`src/rtl/hpdcache_refill_tx_pkg.sv`:
```
// Shared defaults, serializer state encoding and width helper for the refill transmitter.
package hpdcache_refill_tx_pkg;

   localparam int PARAM_CL_WORDS   = 8;
   localparam int PARAM_WORD_WIDTH = 64;

   localparam int DEF_CL_WIDTH   = PARAM_CL_WORDS * PARAM_WORD_WIDTH;
   localparam int DEF_BEAT_WIDTH = 64;
   localparam int DEF_ID_WIDTH   = 7;
   localparam int DEF_FIFO_DEPTH = 2;

   typedef enum logic {
      TX_IDLE = 1'b0,
      TX_SEND = 1'b1
   } txState_e;

   // Index width for n items, never narrower than one bit.
   function automatic int cntWidth(input int n);
      return (n > 1) ? $clog2(n) : 1;
   endfunction

endpackage

```
`src/rtl/hpdcache_refill_tx_if.sv`:
```
// Line-response input side and refill-beat output side of the refill transmitter.
interface hpdcache_refill_tx_if
   import hpdcache_refill_tx_pkg::*;
#(
   parameter int CL_WIDTH   = DEF_CL_WIDTH,
   parameter int BEAT_WIDTH = DEF_BEAT_WIDTH,
   parameter int ID_WIDTH   = DEF_ID_WIDTH
);
   localparam int BEATS = CL_WIDTH / BEAT_WIDTH;
   localparam int LEN_W = cntWidth(BEATS);

   logic                  line_valid;
   logic                  line_ready;
   logic [ID_WIDTH-1:0]   line_id;
   logic                  line_err;
   logic [LEN_W-1:0]      line_len;
   logic [CL_WIDTH-1:0]   line_data;

   logic                  beat_valid;
   logic                  beat_ready;
   logic [ID_WIDTH-1:0]   beat_id;
   logic                  beat_err;
   logic                  beat_last;
   logic [BEAT_WIDTH-1:0] beat_data;

   modport slave (
      input  line_valid, line_id, line_err, line_len, line_data, beat_ready,
      output line_ready, beat_valid, beat_id, beat_err, beat_last, beat_data
   );

   modport master (
      output line_valid, line_id, line_err, line_len, line_data, beat_ready,
      input  line_ready, beat_valid, beat_id, beat_err, beat_last, beat_data
   );

endinterface

```
`src/rtl/hpdcache_refill_tx_fifo.sv`:
```
// Register FIFO without feedthrough: full/empty are registered, so a freed slot
// becomes visible to the writer only on the cycle after the pop.
module hpdcache_refill_tx_fifo #(
   parameter int WIDTH = 8,
   parameter int DEPTH = 2
)(
   input  logic             clk_i,
   input  logic             rst_i,
   input  logic             i_push,
   input  logic [WIDTH-1:0] i_data,
   output logic             o_full,
   input  logic             i_pop,
   output logic             o_empty,
   output logic             o_single,
   output logic [WIDTH-1:0] o_data
);
   localparam int PTR_W = (DEPTH > 1) ? $clog2(DEPTH) : 1;
   localparam int CNT_W = $clog2(DEPTH + 1);

   logic [WIDTH-1:0] r_mem [DEPTH];
   logic [PTR_W-1:0] r_wptr, r_rptr;
   logic [CNT_W-1:0] r_count, w_countNext;
   logic             r_full, r_empty;
   logic             w_push, w_pop;

   assign w_push   = i_push & ~r_full;
   assign w_pop    = i_pop & ~r_empty;
   assign o_full   = r_full;
   assign o_empty  = r_empty;
   assign o_single = (r_count == CNT_W'(1));
   assign o_data   = r_mem[r_rptr];

   always_comb begin
      w_countNext = r_count;
      if (w_push && !w_pop) begin
         w_countNext = r_count + CNT_W'(1);
      end else if (!w_push && w_pop) begin
         w_countNext = r_count - CNT_W'(1);
      end
   end

   // Pointers wrap explicitly so non-power-of-two depths work.
   always_ff @(posedge clk_i or posedge rst_i) begin
      if (rst_i) begin
         r_wptr  <= '0;
         r_rptr  <= '0;
         r_count <= '0;
         r_full  <= 1'b0;
         r_empty <= 1'b1;
      end else begin
         if (w_push) begin
            r_wptr <= (r_wptr == PTR_W'(DEPTH - 1)) ? '0 : r_wptr + PTR_W'(1);
         end
         if (w_pop) begin
            r_rptr <= (r_rptr == PTR_W'(DEPTH - 1)) ? '0 : r_rptr + PTR_W'(1);
         end
         r_count <= w_countNext;
         r_full  <= (w_countNext == CNT_W'(DEPTH));
         r_empty <= (w_countNext == '0);
      end
   end

   always_ff @(posedge clk_i) begin
      if (w_push) begin
         r_mem[r_wptr] <= i_data;
      end
   end

endmodule

```
`src/rtl/hpdcache_refill_tx.sv`:
```
// Queues whole-line refill responses and serializes each into BEAT_WIDTH beats
// carrying id, error and last flags toward the HPDcache refill handler.
module hpdcache_refill_tx
   import hpdcache_refill_tx_pkg::*;
#(
   parameter int CL_WIDTH   = DEF_CL_WIDTH,
   parameter int BEAT_WIDTH = DEF_BEAT_WIDTH,
   parameter int ID_WIDTH   = DEF_ID_WIDTH,
   parameter int FIFO_DEPTH = DEF_FIFO_DEPTH
)(
   input logic                 clk_i,
   input logic                 rst_i,
   hpdcache_refill_tx_if.slave io_refill
);
   localparam int BEATS = CL_WIDTH / BEAT_WIDTH;
   localparam int LEN_W = cntWidth(BEATS);

   if (((CL_WIDTH % BEAT_WIDTH) != 0) || (FIFO_DEPTH < 1)) begin : g_badParams
      $error("hpdcache_refill_tx: CL_WIDTH must be a multiple of BEAT_WIDTH and FIFO_DEPTH >= 1");
   end

   typedef struct packed {
      logic [ID_WIDTH-1:0] id;
      logic                err;
      logic [LEN_W-1:0]    len;
      logic [CL_WIDTH-1:0] data;
   } refillLine_t;

   refillLine_t                      w_pushLine, w_head;
   logic                             w_full, w_empty, w_single;
   logic                             w_fire, w_last, w_pop;
   logic [LEN_W-1:0]                 r_cnt, w_cntNext;
   logic [BEATS-1:0][BEAT_WIDTH-1:0] w_beats;
   txState_e                         r_state, w_stateNext;

   assign w_pushLine = '{id:   io_refill.line_id,
                         err:  io_refill.line_err,
                         len:  io_refill.line_len,
                         data: io_refill.line_data};

   hpdcache_refill_tx_fifo #(
      .WIDTH ($bits(refillLine_t)),
      .DEPTH (FIFO_DEPTH)
   ) u_fifo (
      .clk_i    (clk_i),
      .rst_i    (rst_i),
      .i_push   (io_refill.line_valid),
      .i_data   (w_pushLine),
      .o_full   (w_full),
      .i_pop    (w_pop),
      .o_empty  (w_empty),
      .o_single (w_single),
      .o_data   (w_head)
   );

   // The head entry and counter only change on an accepted beat, which keeps the
   // beat stable under backpressure; valid comes from registered state only.
   assign w_beats               = w_head.data;
   assign w_last                = (r_cnt == w_head.len);
   assign w_fire                = ~w_empty & io_refill.beat_ready;
   assign io_refill.line_ready  = ~w_full;
   assign io_refill.beat_valid  = ~w_empty;
   assign io_refill.beat_id     = w_head.id;
   assign io_refill.beat_err    = w_head.err;
   assign io_refill.beat_last   = ~w_empty & w_last;
   assign io_refill.beat_data   = w_beats[r_cnt];

   // A line is presented as soon as it lands in the queue, so the beat path is
   // driven from the queue head in both states to reach beat 0 one cycle after push.
   always_comb begin
      w_stateNext = r_state;
      w_cntNext   = r_cnt;
      w_pop       = 1'b0;
      if (w_fire) begin
         if (w_last) begin
            w_pop     = 1'b1;
            w_cntNext = '0;
         end else begin
            w_cntNext = r_cnt + LEN_W'(1);
         end
      end
      case (r_state)
         TX_IDLE: if (!w_empty && !(w_pop && w_single)) w_stateNext = TX_SEND;
         TX_SEND: if (w_pop && w_single)                w_stateNext = TX_IDLE;
         default: w_stateNext = TX_IDLE;
      endcase
   end

   always_ff @(posedge clk_i or posedge rst_i) begin
      if (rst_i) begin
         r_state <= TX_IDLE;
         r_cnt   <= '0;
      end else begin
         r_state <= w_stateNext;
         r_cnt   <= w_cntNext;
      end
   end

endmodule

```
`src/flat_wrapper.sv`:
```
// flat-port wrapper written by rule: the top's interface ports become plain ports
module hpdcache_refill_tx_flat import hpdcache_refill_tx_pkg::*;
#(
   parameter int CL_WIDTH   = DEF_CL_WIDTH,
   parameter int BEAT_WIDTH = DEF_BEAT_WIDTH,
   parameter int ID_WIDTH   = DEF_ID_WIDTH,
   parameter int FIFO_DEPTH = DEF_FIFO_DEPTH
)
  (clk_i, rst_i, io_refill_line_valid, io_refill_line_id, io_refill_line_err, io_refill_line_len, io_refill_line_data, io_refill_beat_ready, io_refill_line_ready, io_refill_beat_valid, io_refill_beat_id, io_refill_beat_err, io_refill_beat_last, io_refill_beat_data);
  hpdcache_refill_tx_if #(.CL_WIDTH(CL_WIDTH), .BEAT_WIDTH(BEAT_WIDTH), .ID_WIDTH(ID_WIDTH)) io_refill_i ();
  input logic clk_i;
  input logic rst_i;
  input wire logic [$bits(io_refill_i.line_valid)-1:0] io_refill_line_valid;
  input wire logic [$bits(io_refill_i.line_id)-1:0] io_refill_line_id;
  input wire logic [$bits(io_refill_i.line_err)-1:0] io_refill_line_err;
  input wire logic [$bits(io_refill_i.line_len)-1:0] io_refill_line_len;
  input wire logic [$bits(io_refill_i.line_data)-1:0] io_refill_line_data;
  input wire logic [$bits(io_refill_i.beat_ready)-1:0] io_refill_beat_ready;
  output wire logic [$bits(io_refill_i.line_ready)-1:0] io_refill_line_ready;
  output wire logic [$bits(io_refill_i.beat_valid)-1:0] io_refill_beat_valid;
  output wire logic [$bits(io_refill_i.beat_id)-1:0] io_refill_beat_id;
  output wire logic [$bits(io_refill_i.beat_err)-1:0] io_refill_beat_err;
  output wire logic [$bits(io_refill_i.beat_last)-1:0] io_refill_beat_last;
  output wire logic [$bits(io_refill_i.beat_data)-1:0] io_refill_beat_data;
  assign io_refill_i.line_valid = io_refill_line_valid;
  assign io_refill_i.line_id = io_refill_line_id;
  assign io_refill_i.line_err = io_refill_line_err;
  assign io_refill_i.line_len = io_refill_line_len;
  assign io_refill_i.line_data = io_refill_line_data;
  assign io_refill_i.beat_ready = io_refill_beat_ready;
  assign io_refill_line_ready = io_refill_i.line_ready;
  assign io_refill_beat_valid = io_refill_i.beat_valid;
  assign io_refill_beat_id = io_refill_i.beat_id;
  assign io_refill_beat_err = io_refill_i.beat_err;
  assign io_refill_beat_last = io_refill_i.beat_last;
  assign io_refill_beat_data = io_refill_i.beat_data;
  hpdcache_refill_tx #(.CL_WIDTH(CL_WIDTH), .BEAT_WIDTH(BEAT_WIDTH), .ID_WIDTH(ID_WIDTH), .FIFO_DEPTH(FIFO_DEPTH)) u_core (.clk_i(clk_i), .rst_i(rst_i), .io_refill(io_refill_i));
endmodule
```
`config.mk`:
```
export PLATFORM = sky130hd
export DESIGN_NAME = hpdcache_refill_tx_flat
export DESIGN_NICKNAME = d
export VERILOG_FILES = /design/src/rtl/hpdcache_refill_tx_pkg.sv /design/src/rtl/hpdcache_refill_tx_if.sv /design/src/rtl/hpdcache_refill_tx_fifo.sv /design/src/rtl/hpdcache_refill_tx.sv /design/src/flat_wrapper.sv
export SDC_FILE = /design/constraint.sdc
export NUM_CORES = 1
export LEC_CHECK = 0
export BUFFER_PORTS_ARGS = -buffer_cell sky130_fd_sc_hd__buf_2
export CORE_MARGIN = 5
export CORE_UTILIZATION = 51
export DETAILED_ROUTE_END_ITERATION = 6
export HOLD_SLACK_MARGIN = 0.02
export PLACE_DENSITY = 0.8
export SETUP_SLACK_MARGIN = 0.1
export SLEW_MARGIN = 20
export SYNTH_ARGS = -nofsm -noshare
export SYNTH_HDL_FRONTEND = slang
export SYNTH_SLANG_ARGS = --single-unit
export TNS_END_PERCENT = 1
```
`constraint.sdc`:
```
create_clock -name clk_i -period 46.8 [get_ports clk_i]
set_input_delay 4.68 -clock clk_i [delete_from_list [all_inputs] [get_ports clk_i]]
set_output_delay 4.68 -clock clk_i [all_outputs]
set_load 0.05 [all_outputs]
```
# Word-level counts from Yosys, hierarchy flattened

Memories as Yosys holds them, arrays and structs flattened.
Cells that the tools add are included.

Memory bits (writable): 1046
Register bits after elaboration: 9
Memories kept: 1

Memories:

| memory              | depth | bits a word | read ports | clocked after memory_dff | wr ports | line                          | RTL |
|---|---|---|---|---|---|---|---|
| u_core.u_fifo.r_mem | 2     | 523         | 1          | 0                        | 1        | hpdcache_refill_tx_fifo.sv:20 | `logic [WIDTH-1:0] r_mem [DEPTH];` |

Muxes and demuxes: 11
Bitwise logic cells: 6
Reductions and logical operators: 5
Add/subtract/negate cells: 5
Equality and inequality tests: 2
$lt $le $gt $ge: 1

Operators by type and width:

| cell                                                       | count |
|---|---|
| binary-select mux 64 bit (select 3 bit)                    | 1 |
| two-way mux 64 bit                                         | 1 |
| two-way mux 1 bit                                          | 6 |
| bitwise AND 1 bit                                          | 4 |
| less-than comparator 3 x 4 -> 1 bit, second input constant | 1 |
| two-way mux 2 bit                                          | 2 |
| adder 3 x 1 -> 3 bit, second input constant                | 1 |
| equality test 3 bit                                        | 1 |
| two-way mux 3 bit                                          | 1 |
| adder 1 bit, second input constant                         | 2 |
| adder 2 x 1 -> 2 bit, second input constant                | 1 |
| equality test 2 bit, second input constant                 | 1 |
| logical AND 1 bit                                          | 2 |
| logical NOT 1 bit                                          | 2 |
| logical NOT 2 bit                                          | 1 |
| NOT 1 bit                                                  | 2 |
| subtractor 2 x 1 -> 2 bit, second input constant           | 1 |

# Depth between registers and ports, before layout

Gate-level depths: netlist of run 1.
An unclocked memory read counts as a cell.

Word-level depth: 9
Depth in mapped cells: 7
Depth with buffers taken out: 5

# Modules after synthesis

From an unflattened synthesis of run 1, not the netlist that was laid out.

Cell total of the unflattened synthesis: 1915
Area total of the unflattened synthesis: 43571.8 sq um

By module, submodules not included:

| module                  | instances | area each (sq um) | cells an instance |
|---|---|---|---|
| hpdcache_refill_tx_fifo | 1         | 39521.7           | 1660 |
| hpdcache_refill_tx      | 1         | 4050.1            | 255 |

# Worst setup path after synthesis of run 1

OpenSTA, ideal clock, no wires.

Path kind: input port to flip-flop
Start point: input io_refill_line_valid
End point: memory u_core.u_fifo.r_mem[0][0] (netlist bit), enable pin
Setup time: 1.422 ns
Data arrival time: 26.379 ns
Setup slack: 18.999 ns
Stages on the path: 2
Cell sequence: nand2_1 > nor2_1

Longest elaborated chain between the ends: 3

RTL lines:

| what                                    | line                          | RTL |
|---|---|---|
| start, declared                         | flat_wrapper.sv:13            | `input wire logic [$bits(io_refill_i.line_valid)-1:0] io_refill_line_valid;` |
| bitwise AND 1 bit                       | hpdcache_refill_tx_fifo.sv:26 | `assign w_push = i_push & ~r_full;` |
| two-way mux 1 bit                       | hpdcache_refill_tx_fifo.sv:64 | `if (w_push) begin` |
| two-way mux 1 bit (not written as such) | hpdcache_refill_tx_fifo.sv:65 | `r_mem[r_wptr] <= i_data;` |
| end, declared                           | hpdcache_refill_tx_fifo.sv:20 |  |

Every way passes these cells.

# Worst setup path after layout of run 1

Start point: register u_core.u_fifo.r_rptr
End point: output io_refill_beat_data[32]

Longest elaborated chain between the ends: 3

RTL lines:

| what                                     | line                          | RTL |
|---|---|---|
| start, declared                          | hpdcache_refill_tx_fifo.sv:21 | `logic [PTR_W-1:0] r_wptr, r_rptr;` |
| start signal, assigned                   | hpdcache_refill_tx_fifo.sv:55 | `r_rptr <= (r_rptr == PTR_W'(DEPTH - 1)) ? '0 : r_rptr + PTR_W'(1);` |
| memory read (2 x 523 bit)                | --                            |  |
| binary-select mux 64 bit (select 3 bit)  | hpdcache_refill_tx.sv:66      | `assign io_refill.beat_data = w_beats[r_cnt];` |
| two-way mux 64 bit (not written as such) | hpdcache_refill_tx.sv:66      |  |
| end, declared                            | flat_wrapper.sv:24            | `output wire logic [$bits(io_refill_i.beat_data)-1:0] io_refill_beat_data;` |

Every way passes these cells. The select of a mux whose other input is x is not followed.

==> flow_summary.yaml, run 1 <==
synth:
  synth_edf_count: 1046
  synth_cell_types: 29
  ys_ff_latch: 1055
  avgSynthCellArea_um2: 26.31
  syn-instance-count: 1504
  ys_seq_area_frac: 0.7997
  synth.cell_area_um2: 39560
  syn-num-nets: 2032
  ys_warn_count: 0
  synth_flop_cell: "edfxtp_1"
  async_reset_ff_frac: 0.008531
clocking:
  cts_resized: 0
  clockRootBuffer: "clkbuf_16"
  clk_pin_slew_ns: 0.06
  clkSinkCount: 1055
  post-cts-setup-buffers: 0
  cts_buffers: 104
  cts_tree: "built"
  htree_levels: 3
  cts_hold_buffers: 0
  insertion_delay_ns: 0.65
  cts_buffer_depth: 3
critical_path:
  crit_buf_inv: 4
  path_cells: "buf_16 -> buf_4 -> buf_4 -> mux4_2 -> mux4_2 -> buf_2"
  max_stage_delay_ns: 0.85
  required_ns: 42.12
  critPathKind: "reg2out"
  cp_max_fo: 50
  slowest_stage: "buf_4"
  cp-end-kind: "output port"
  arrival_ns: 4.77
  startpoint_type: "register"
  critPathTopFamily: "buffers and inverters"
timing:
  setup-violations-final: 0
  worst_slew_pin_slew_ns: 1.095
  fmax_ghz: 0.1058
  period_needed_ns: 9.454
  timing.final.max_slew_violations: 0
  rsz0062_at_grt: "false"
  fin_setup_tns_ns: 0
  hold_viol_final: 0
  timing.final.crit_share: 0.2020
  clock_skew_ns: 0.03761
  maxSlewHeadroom: 0.2698
detailed_routing:
  drc: 0
  drt_iter0_drc: 1644
  postRouteAntennaNets: 0
  via_per_inst: 5.622
  first_pass_iters: 5
  routedWlPerCell_um: 25.94
  vias: 18710
  routed_wl_um: 86330
global_route:
  overflow: 0
  antenna_found_initial: 71
  grt_first_pass_wirelength_um: 125100
  groute.usage.overall: 0.2023
  grt_pass1_vias: 20280
  grt_max_degree: 180
finish:
  fin_nets: 2688
  layout-drive-gt1-share: 0.4962
  syn_to_final_growth_pct: 19.50
  final_cell_area_um2: 47280
  final_core_util: 0.6123
  multiInputGateArea_um2: 7595
  fillerInstances: 5135
  regArea_um2: 31650
min_path:
  min_path_type: "reg2reg"
pwr:
  powerDensity_nw_per_um2: 66.46
  p_leak_nw: 16.09
  ir_worst_vdd_uv: 55.60
place:
  gp_congestion: 0.8015
  dpl_cell_area_um2: 43750
  hpwlAfterDp_um: 57230
  numPortBuffers: 601
die:
  fp.dieH_um: 288.5
  fp.dieArea_um2: 83240
  core_um2: 77210
  row_count: 102
  initial_core_util: 0.5124
  ios: 602
  die-width_um: 288.5
run_status:
  status: "completed"
run:
  maxCapViolations: 0
==> cell type report <==
class,count,area share
Clock inverter,65,0.01252
Timing Repair Buffer,626,0.06966
Inverter,4,0.0003176
Clock buffer,122,0.05738
Multi-Input combinational cell,369,0.1606
Sequential cell,1055,0.6695
Tap cell,1040,0.02752
Antenna cell,47,0.002488
==> cell usage after synthesis (all sizes together) (2+ instances only) <==
library cell | instances | area, um^2
mux2 | 8 | 90.09
inv | 4 | 15.01
edfxtp | 1046 | 31410
xor2 | 2 | 17.52
o21ai | 3 | 15.01
o311ai | 2 | 17.52
nor2 | 2 | 7.510
buf | 36 | 176.4
clkbuf | 40 | 150.1
xnor2 | 6 | 60.06
mux2i | 4 | 40.04
nand2b | 2 | 12.51
and2 | 2 | 12.51
nor2b | 3 | 18.77
nand2 | 6 | 22.52
nand4 | 2 | 12.51
mux4 | 320 | 7207
dfrtp | 8 | 200.2
==> layer usage <==
layer	global-route usage	share of wire
met1	0.2393	0.35
met2	0.3481	0.53
met3	0.07261	0.092
met4	0.06741	0.029
met5	0	0.0039
==> worst register-to-register path: cells and delay by family (launching register included) <==
family | cells | cell delay [ns]
buffers and inverters | 6 | 3.56
DFF | 1 | 0.39
and+or+nand+nor | 2 | 0.45
==> sequential cells by signal, summed over array words and instances, names as in the netlist <==
signal and cells:
u_core.u_fifo.r_mem 1046, u_core.u_fifo.o_full 1, u_core.u_fifo.r_wptr 1, u_core.u_fifo.r_rptr 1
u_core.u_fifo.o_empty 1, u_core.u_fifo.r_count 2, u_core.r_cnt 3
==> per-stage QoR <==
step | power [mW] | hold slack (ns) | instances | worst slack [ns]
after global placement | 2.337 | 0.5364 | 3090 | 37.41
after floorplan | 2.269 | 0.4555 | 1504 | 19.00
after CTS | 3.171 | 0.5752 | 3277 | 36.92
final | 3.142 | 0.5725 | 3328 | 37.35
after detailed placement | 2.371 | 0.5592 | 3090 | 37.25
after global routing | 3.276 | 0.6000 | 3311 | 36.92
==> layout by cell type, fill, tap and decap left out, drive strengths merged, types with 3 or more instances in the layout <==
cell type,count
o21ai,3
bufinv,7
clkbuf,122
dfrtp,8
nand2,6
buf,626
inv,9
mux4,320
mux2,8
xnor2,6
nor2b,3
clkinv,50
edfxtp,1046
mux2i,4
diode,47
clkinvlp,3
==> logic make-up (layout without fill, tap and decap cells) <==
group / count (synthesis) / in the layout / synth area share
other: 0 / 47 / 0
DFF: 1055 / 1055 / 0.7997
and+or+nand+nor: 22 / 22 / 0.002941
buffers and inverters: 80 / 817 / 0.008634
xor gates and xnor gates: 8 / 8 / 0.001961
muxes: 332 / 332 / 0.1855
adders and majority gates: 1 / 1 / 0.0003162
AOI/OAI and AO/OA: 6 / 6 / 0.001044
==> power by group <==
| group | switching, mW | internal, mW |
|---|---|---|
| Clock | 0.341 | 0.455 |
| Combinational | 0.592 | 0.404 |
| Sequential | 0.0788 | 1.27 |
==> final timing paths <==
kind | from | endpoint | slack (ns) | depth (start not counted)
worst max-delay path | u_core.u_fifo.r_rptr$_DFFE_PP0P_ | io_refill_beat_data[32] | 37.35 | 6
worst min-delay path | u_core.u_fifo.r_count[1]$_DFF_PP0_ | u_core.u_fifo.r_count[1]$_DFF_PP0_ | 0.57 | 1
worst max register to register | u_core.u_fifo.o_full$_DFF_PP0_ | u_core.u_fifo.r_mem[0][15]$_DFFE_PP_ | 41.96 | 8
worst min register to register | u_core.u_fifo.r_count[1]$_DFF_PP0_ | u_core.u_fifo.r_count[1]$_DFF_PP0_ | 0.57 | 1
max in group asynchronous | rst_i | u_core.u_fifo.o_empty$_DFF_PP1_ | 42.35 | 2
min in group asynchronous | rst_i | u_core.r_cnt[2]$_DFFE_PP0N_ | 4.10 | 2
No activity file was read; power rests on OpenSTA's default activity.
==> run 2, diff against run 1 <==
==> constraint.sdc (replaced) <==
create_clock -name clk_i -period 9.3 [get_ports clk_i]
set_input_delay 0.93 -clock clk_i [delete_from_list [all_inputs] [get_ports clk_i]]
set_output_delay 0.93 -clock clk_i [all_outputs]
set_load 0.05 [all_outputs]
==> run 2 against run 1 <==
First-iteration DRC count is 0.55% higher. Flip-flop and latch count unchanged. Largest power group unchanged. Combinational power increased to 5.0 times the previous value. Die area stayed put.
==> flow_summary.yaml, run 2 (same netlist as run 1, synthesis figures left out) <==
die:
  fp.dieH_um: 288.5
  initial_core_util: 0.5124
  row_count: 102
  fp.dieArea_um2: 83240
  die-width_um: 288.5
  ios: 602
  core_um2: 77210
pwr:
  p_switching_mw: 5.149
  share_seq_of_total_power: 0.427
  switching_share: 0.3220
  p_int_mw: 10.84
  ir_worst_vdd_uv: 297.6
  p_leak_nw: 16.08
  power_frac_comb: 0.314
  power.total_mw: 15.99
  p_clk_frac: 0.259
  powerDensity_nw_per_um2: 338.0
finish:
  largest-register: "u_core.u_fifo.r_mem"
  final_cell_area_um2: 47310
  stdcell_count: 3316
  fin_nets: 2681
  layout_commonest_cell: "edfxtp_1"
  layout_common_cells: "edfxtp_1, buf_2, mux4_2"
  syn_to_final_growth_pct: 19.59
  largest_reg_flops: 1046
  layout-drive-gt1-share: 0.4920
  reg_top3: "u_core.u_fifo.r_mem: 1046 flops, u_core.r_cnt: 3 flops, u_core.u_fifo.r_count: 2 flops"
clocking:
  insertion_delay_ns: 0.63
  clockRootBuffer: "clkbuf_16"
  cts_buffers: 103
  cts_buffer_depth: 3
  htree_levels: 3
  cts_resized: 0
  cts_hold_buffers: 0
  post-cts-setup-buffers: 0
  cts_tree: "built"
  clkSinkCount: 1055
  clk_pin_slew_ns: 0.06
timing:
  fin_setup_tns_ns: 0
  rsz0062_at_grt: "false"
  timing.final.crit_share: 0.5503
  hold_viol_final: 0
  period_needed_ns: 5.118
  maxSlewHeadroom: 0.2803
  fmax_ghz: 0.1954
  timing.final.max_slew_violations: 0
  worst_slew_pin_slew_ns: 1.080
  setup-violations-final: 0
  clock_skew_ns: 0.01742
detailed_routing:
  routed_wl_um: 88500
  routedWlPerCell_um: 26.69
  drc: 0
  drt_iter0_drc: 1653
  first_pass_iters: 7
  postRouteAntennaNets: 0
  via_per_inst: 5.681
  vias: 18840
critical_path:
  startpoint_type: "register"
  cp_max_fo: 107
  cp-end-kind: "output port"
  required_ns: 8.37
  critPathTopFamily: "buffers and inverters"
  path_depth: 5
  critPathKind: "reg2out"
  path_common_cell: "mux4_2"
  reg2regPathDepth: 5
  crit_end: "io_refill_beat_data[42]"
  max_stage_delay_ns: 0.86
  arrival_ns: 4.19
  r2r_end: "u_core.u_fifo.o_empty$_DFF_PP1_"
  slowest_stage: "dfrtp_4"
  r2r_start: "u_core.r_cnt[2]$_DFFE_PP0N_"
  crit_start: "u_core.u_fifo.r_rptr$_DFFE_PP0P_"
  crit_buf_inv: 3
  path_cells: "buf_12 -> buf_4 -> mux4_2 -> mux4_2 -> buf_2"
  r2r_slack_ns: 5.65
min_path:
  min_path_type: "in2async"
place:
  dpl_cell_area_um2: 43820
  gp_congestion: 0.8130
  numPortBuffers: 601
  placed_cells: 3088
  hpwlAfterDp_um: 56390
global_route:
  grt_pass1_vias: 20630
  antenna_found_initial: 61
  grt_first_pass_wirelength_um: 128300
  grt_max_degree: 159
  groute.usage.overall: 0.2081
  overflow: 0
run_status:
  status: "completed"
run:
  maxCapViolations: 0
[run 2: changes by cell type in the layout (fill, tap and decap cells not counted), sizes merged]
cell / previous run / this run
inv: 9 / 8
clkinv: 50 / 47
buf: 626 / 620
diode: 47 / 38
clkinvlp: 3 / 4
bufinv: 7 / 13
[run 2: worst min path at each step]
stage               depth (start not counted)                             start                          endpoint  slack [ns]
global placement                            1  u_core.u_fifo.r_wptr$_DFFE_PP0P_  u_core.u_fifo.r_wptr$_DFFE_PP0P_        0.53
floorplan                                   1  u_core.u_fifo.r_wptr$_DFFE_PP0P_  u_core.u_fifo.r_wptr$_DFFE_PP0P_        0.51
CTS                                         2                             rst_i  u_core.u_fifo.r_wptr$_DFFE_PP0P_        0.28
detailed placement                          1  u_core.u_fifo.r_wptr$_DFFE_PP0P_  u_core.u_fifo.r_wptr$_DFFE_PP0P_        0.54
finish                                      2                             rst_i  u_core.u_fifo.r_wptr$_DFFE_PP0P_        0.30
global route                                2                             rst_i  u_core.u_fifo.r_wptr$_DFFE_PP0P_        0.32
[run 2: per-layer routing]
layer / part of all wire / routed length (um) / global-route usage / vias to the layer above
li1: - / - / - / 7975
met1: 0.34 / 30260 / 0.2489 / 9782
met2: 0.54 / 47380 / 0.3595 / 859
met3: 0.095 / 8449 / 0.06875 / 173
met4: 0.024 / 2098 / 0.07019 / 48
met5: 0.0035 / 311 / 0 / -
[run 2: power by group through the flow]
stage          logic (mW)  registers [mW]  clock network, mW
2_1_floorplan        4.00            6.92                  0
3_3_place_gp         4.96            6.82                  0
3_5_place_dp         5.05            6.91                  0
4_1_cts              5.09            6.83               4.24
5_1_grt              5.28            6.90               4.46
6_report             5.02            6.82               4.15
[run 2: layout make-up]
class	instances	area [um^2]
Sequential cell	1055	31650
Fill cell	5144	29900
Multi-Input combinational cell	369	7602
Timing Repair Buffer	620	3254
Clock buffer	122	2670
Tap cell	1040	1301
Clock inverter	68	724.4
Antenna cell	38	95.09
Inverter	4	15.01
[run 2: per-stage QoR]
stage | utilization | hold slack (ns) | worst slack (ns)
global placement | 0.5673 | 0.5335 | 4.767
global route | 0.6123 | 0.3160 | 3.794
floorplan | - | 0.5096 | 0.1362
CTS | 0.6115 | 0.2758 | 4.037
finish | 0.6128 | 0.3029 | 4.182
detailed placement | 0.5675 | 0.5385 | 4.737
==> run 3, diff against run 2 <==
==> constraint.sdc (replaced) <==
create_clock -name clk_i -period 4.85 [get_ports clk_i]
set_input_delay 0.485 -clock clk_i [delete_from_list [all_inputs] [get_ports clk_i]]
set_output_delay 0.485 -clock clk_i [all_outputs]
set_load 0.05 [all_outputs]
==> run 3 against run 2 <==
Routed wire length up 23%. Global-route usage up 4.9 points. Clock skew up 0.018 ns. Design area up 11%. Sequential share of layout area down 6.5 points. Largest cell class unchanged.
==> flow_summary.yaml, run 3 (same netlist as run 1, synthesis figures left out) <==
global_route:
  grt_first_pass_wirelength_um: 155500
  grt_busiest_layer: "met2"
  met3_usage: 0.05754
  antenna_found_initial: 26
  use_met2: 0.4629
  overflow: 0
  grt_use_met1: 0.2958
  grt_pass1_vias: 24100
  grt_max_degree: 140
  groute.usage.overall: 0.2570
pwr:
  ir_worst_vdd_uv: 439.3
  p_clk_frac: 0.254
  power.total_mw: 31.75
  power_frac_comb: 0.331
  share_seq_of_total_power: 0.415
  switching_share: 0.3347
  p_int_mw: 21.13
  p_leak_nw: 18.22
  powerDensity_nw_per_um2: 605.9
  p_switching_mw: 10.63
clocking:
  insertion_delay_ns: 0.65
  clkSinkCount: 1055
  cts_buffer_depth: 3
  clk_pin_slew_ns: 0.07
  htree_levels: 3
  post-cts-setup-buffers: 0
  clockRootBuffer: "clkbuf_16"
  cts_resized: 0
  cts_buffers: 105
  cts_tree: "built"
critical_path:
  cp_max_fo: 59
  max_stage_delay_ns: 0.81
  startpoint_type: "register"
  path_common_cell: "mux4_2"
  critPathTopFamily: "multiplexers"
  crit_buf_inv: 2
  arrival_ns: 3.44
  slowest_stage: "dfrtp_4"
  required_ns: 4.37
  path_cells: "buf_12 -> mux4_2 -> mux4_2 -> buf_2"
  cp-end-kind: "output port"
  critPathKind: "reg2out"
detailed_routing:
  routedWlPerCell_um: 28.66
  vias: 21990
  first_pass_iters: 5
  drt_iter0_drc: 2212
  via_per_inst: 5.781
  postRouteAntennaNets: 0
  drc: 0
  routed_wl_um: 109000
die:
  core_um2: 77210
  fp.dieH_um: 288.5
  die-width_um: 288.5
  row_count: 102
  ios: 602
  initial_core_util: 0.5124
  fp.dieArea_um2: 83240
run_status:
  status: "completed"
finish:
  layout_commonest_cell: "edfxtp_1"
  fin_nets: 3188
  fillerInstances: 4495
  layout_common_cells: "edfxtp_1, buf_2, dlygate4sd3_1"
  largest_reg_flops: 1046
  layout-drive-gt1-share: 0.4064
  final_cell_area_um2: 52410
  reg_top3: "u_core.u_fifo.r_mem: 1046 flops, u_core.r_cnt: 3 flops, u_core.u_fifo.r_count: 2 flops"
  largest-register: "u_core.u_fifo.r_mem"
  syn_to_final_growth_pct: 32.46
timing:
  period_needed_ns: 3.922
  maxSlewHeadroom: 0.3353
  rsz0062_at_grt: "false"
  timing.final.crit_share: 0.8087
  whs_ns: 0.05925
  timing.final.max_slew_violations: 0
  worst_slew_pin_slew_ns: 0.9947
  setup-violations-final: 0
  clock_skew_ns: 0.03495
  fmax_ghz: 0.2550
  hold_viol_final: 0
  fin_ws_ns: 0.9277
place:
  numPortBuffers: 601
  dp_slack_ns: 1.571
  dpl_cell_area_um2: 44060
  gp_congestion: 0.8274
  hpwlAfterDp_um: 58570
min_path:
  min_path_type: "in2reg"
run:
  maxCapViolations: 0
-- run 3: power groups by stage --
stage                     clock, mW  combinational [mW]  sequential, mW
after floorplan                   0                7.66            13.3
after global placement            0                9.79            13.0
after detailed placement          0                9.93            13.2
after CTS                      8.02                10.4            13.1
after global routing           8.58                11.0            13.3
final                          8.05                10.5            13.2
-- run 3: through the flow --
| stage | setup TNS [ns] | utilization | cells |
|---|---|---|---|
| 6_report | 0 | 0.6787 | 3803 |
| 4_1_cts | 0 | 0.6778 | 3779 |
| 5_1_grt | 0 | 0.6786 | 3798 |
| 2_1_floorplan | -3645.23 | - | 1504 |
| 3_3_place_gp | 0 | 0.5707 | 3104 |
| 3_5_place_dp | 0 | 0.5707 | 3104 |
-- run 3: layer usage --
metal,up-vias,routed length (um),part of all wire
li1,8950,-,-
met4,12,5146,0.047
met1,11330,35260,0.32
met3,282,9014,0.083
met5,-,76,0.00070
met2,1409,59510,0.55
-- run 3: layout make-up --
cell class / instances / area [um^2] / area share
Antenna cell: 22 / 55.05 / 0.001050
Clock buffer: 128 / 2735 / 0.05219
Clock inverter: 60 / 656.9 / 0.01253
Inverter: 4 / 18.77 / 0.0003581
Multi-Input combinational cell: 369 / 7597 / 0.1450
Sequential cell: 1055 / 31650 / 0.6040
Tap cell: 1040 / 1301 / 0.02483
Timing Repair Buffer: 1125 / 8391 / 0.1601
-- run 3: final timing paths --
path,from,endpoint,slack [ns],cells after the start
setup / recovery,u_core.u_fifo.r_rptr$_DFFE_PP0P_,io_refill_beat_data[30],0.93,4
hold / removal,io_refill_line_data[234],u_core.u_fifo.r_mem[1][234]$_DFFE_PP_,0.06,1
setup reg to reg,u_core.u_fifo.r_rptr$_DFFE_PP0P_,u_core.u_fifo.o_full$_DFF_PP0_,1.95,6
hold reg to reg,u_core.u_fifo.r_wptr$_DFFE_PP0P_,u_core.u_fifo.r_wptr$_DFFE_PP0P_,0.55,1
max in group asynchronous,rst_i,u_core.u_fifo.o_empty$_DFF_PP1_,4.06,3
min in group asynchronous,rst_i,u_core.r_cnt[2]$_DFFE_PP0N_,0.47,3
-- run 3: repair_timing --
| item | 4_1_cts | 5_1_grt |
|---|---|---|
| endpoints found under the hold margin | 968 | 3 |
| setup endpoints to repair | 0 | 0 |
| hold buffers | 487 | 2 |
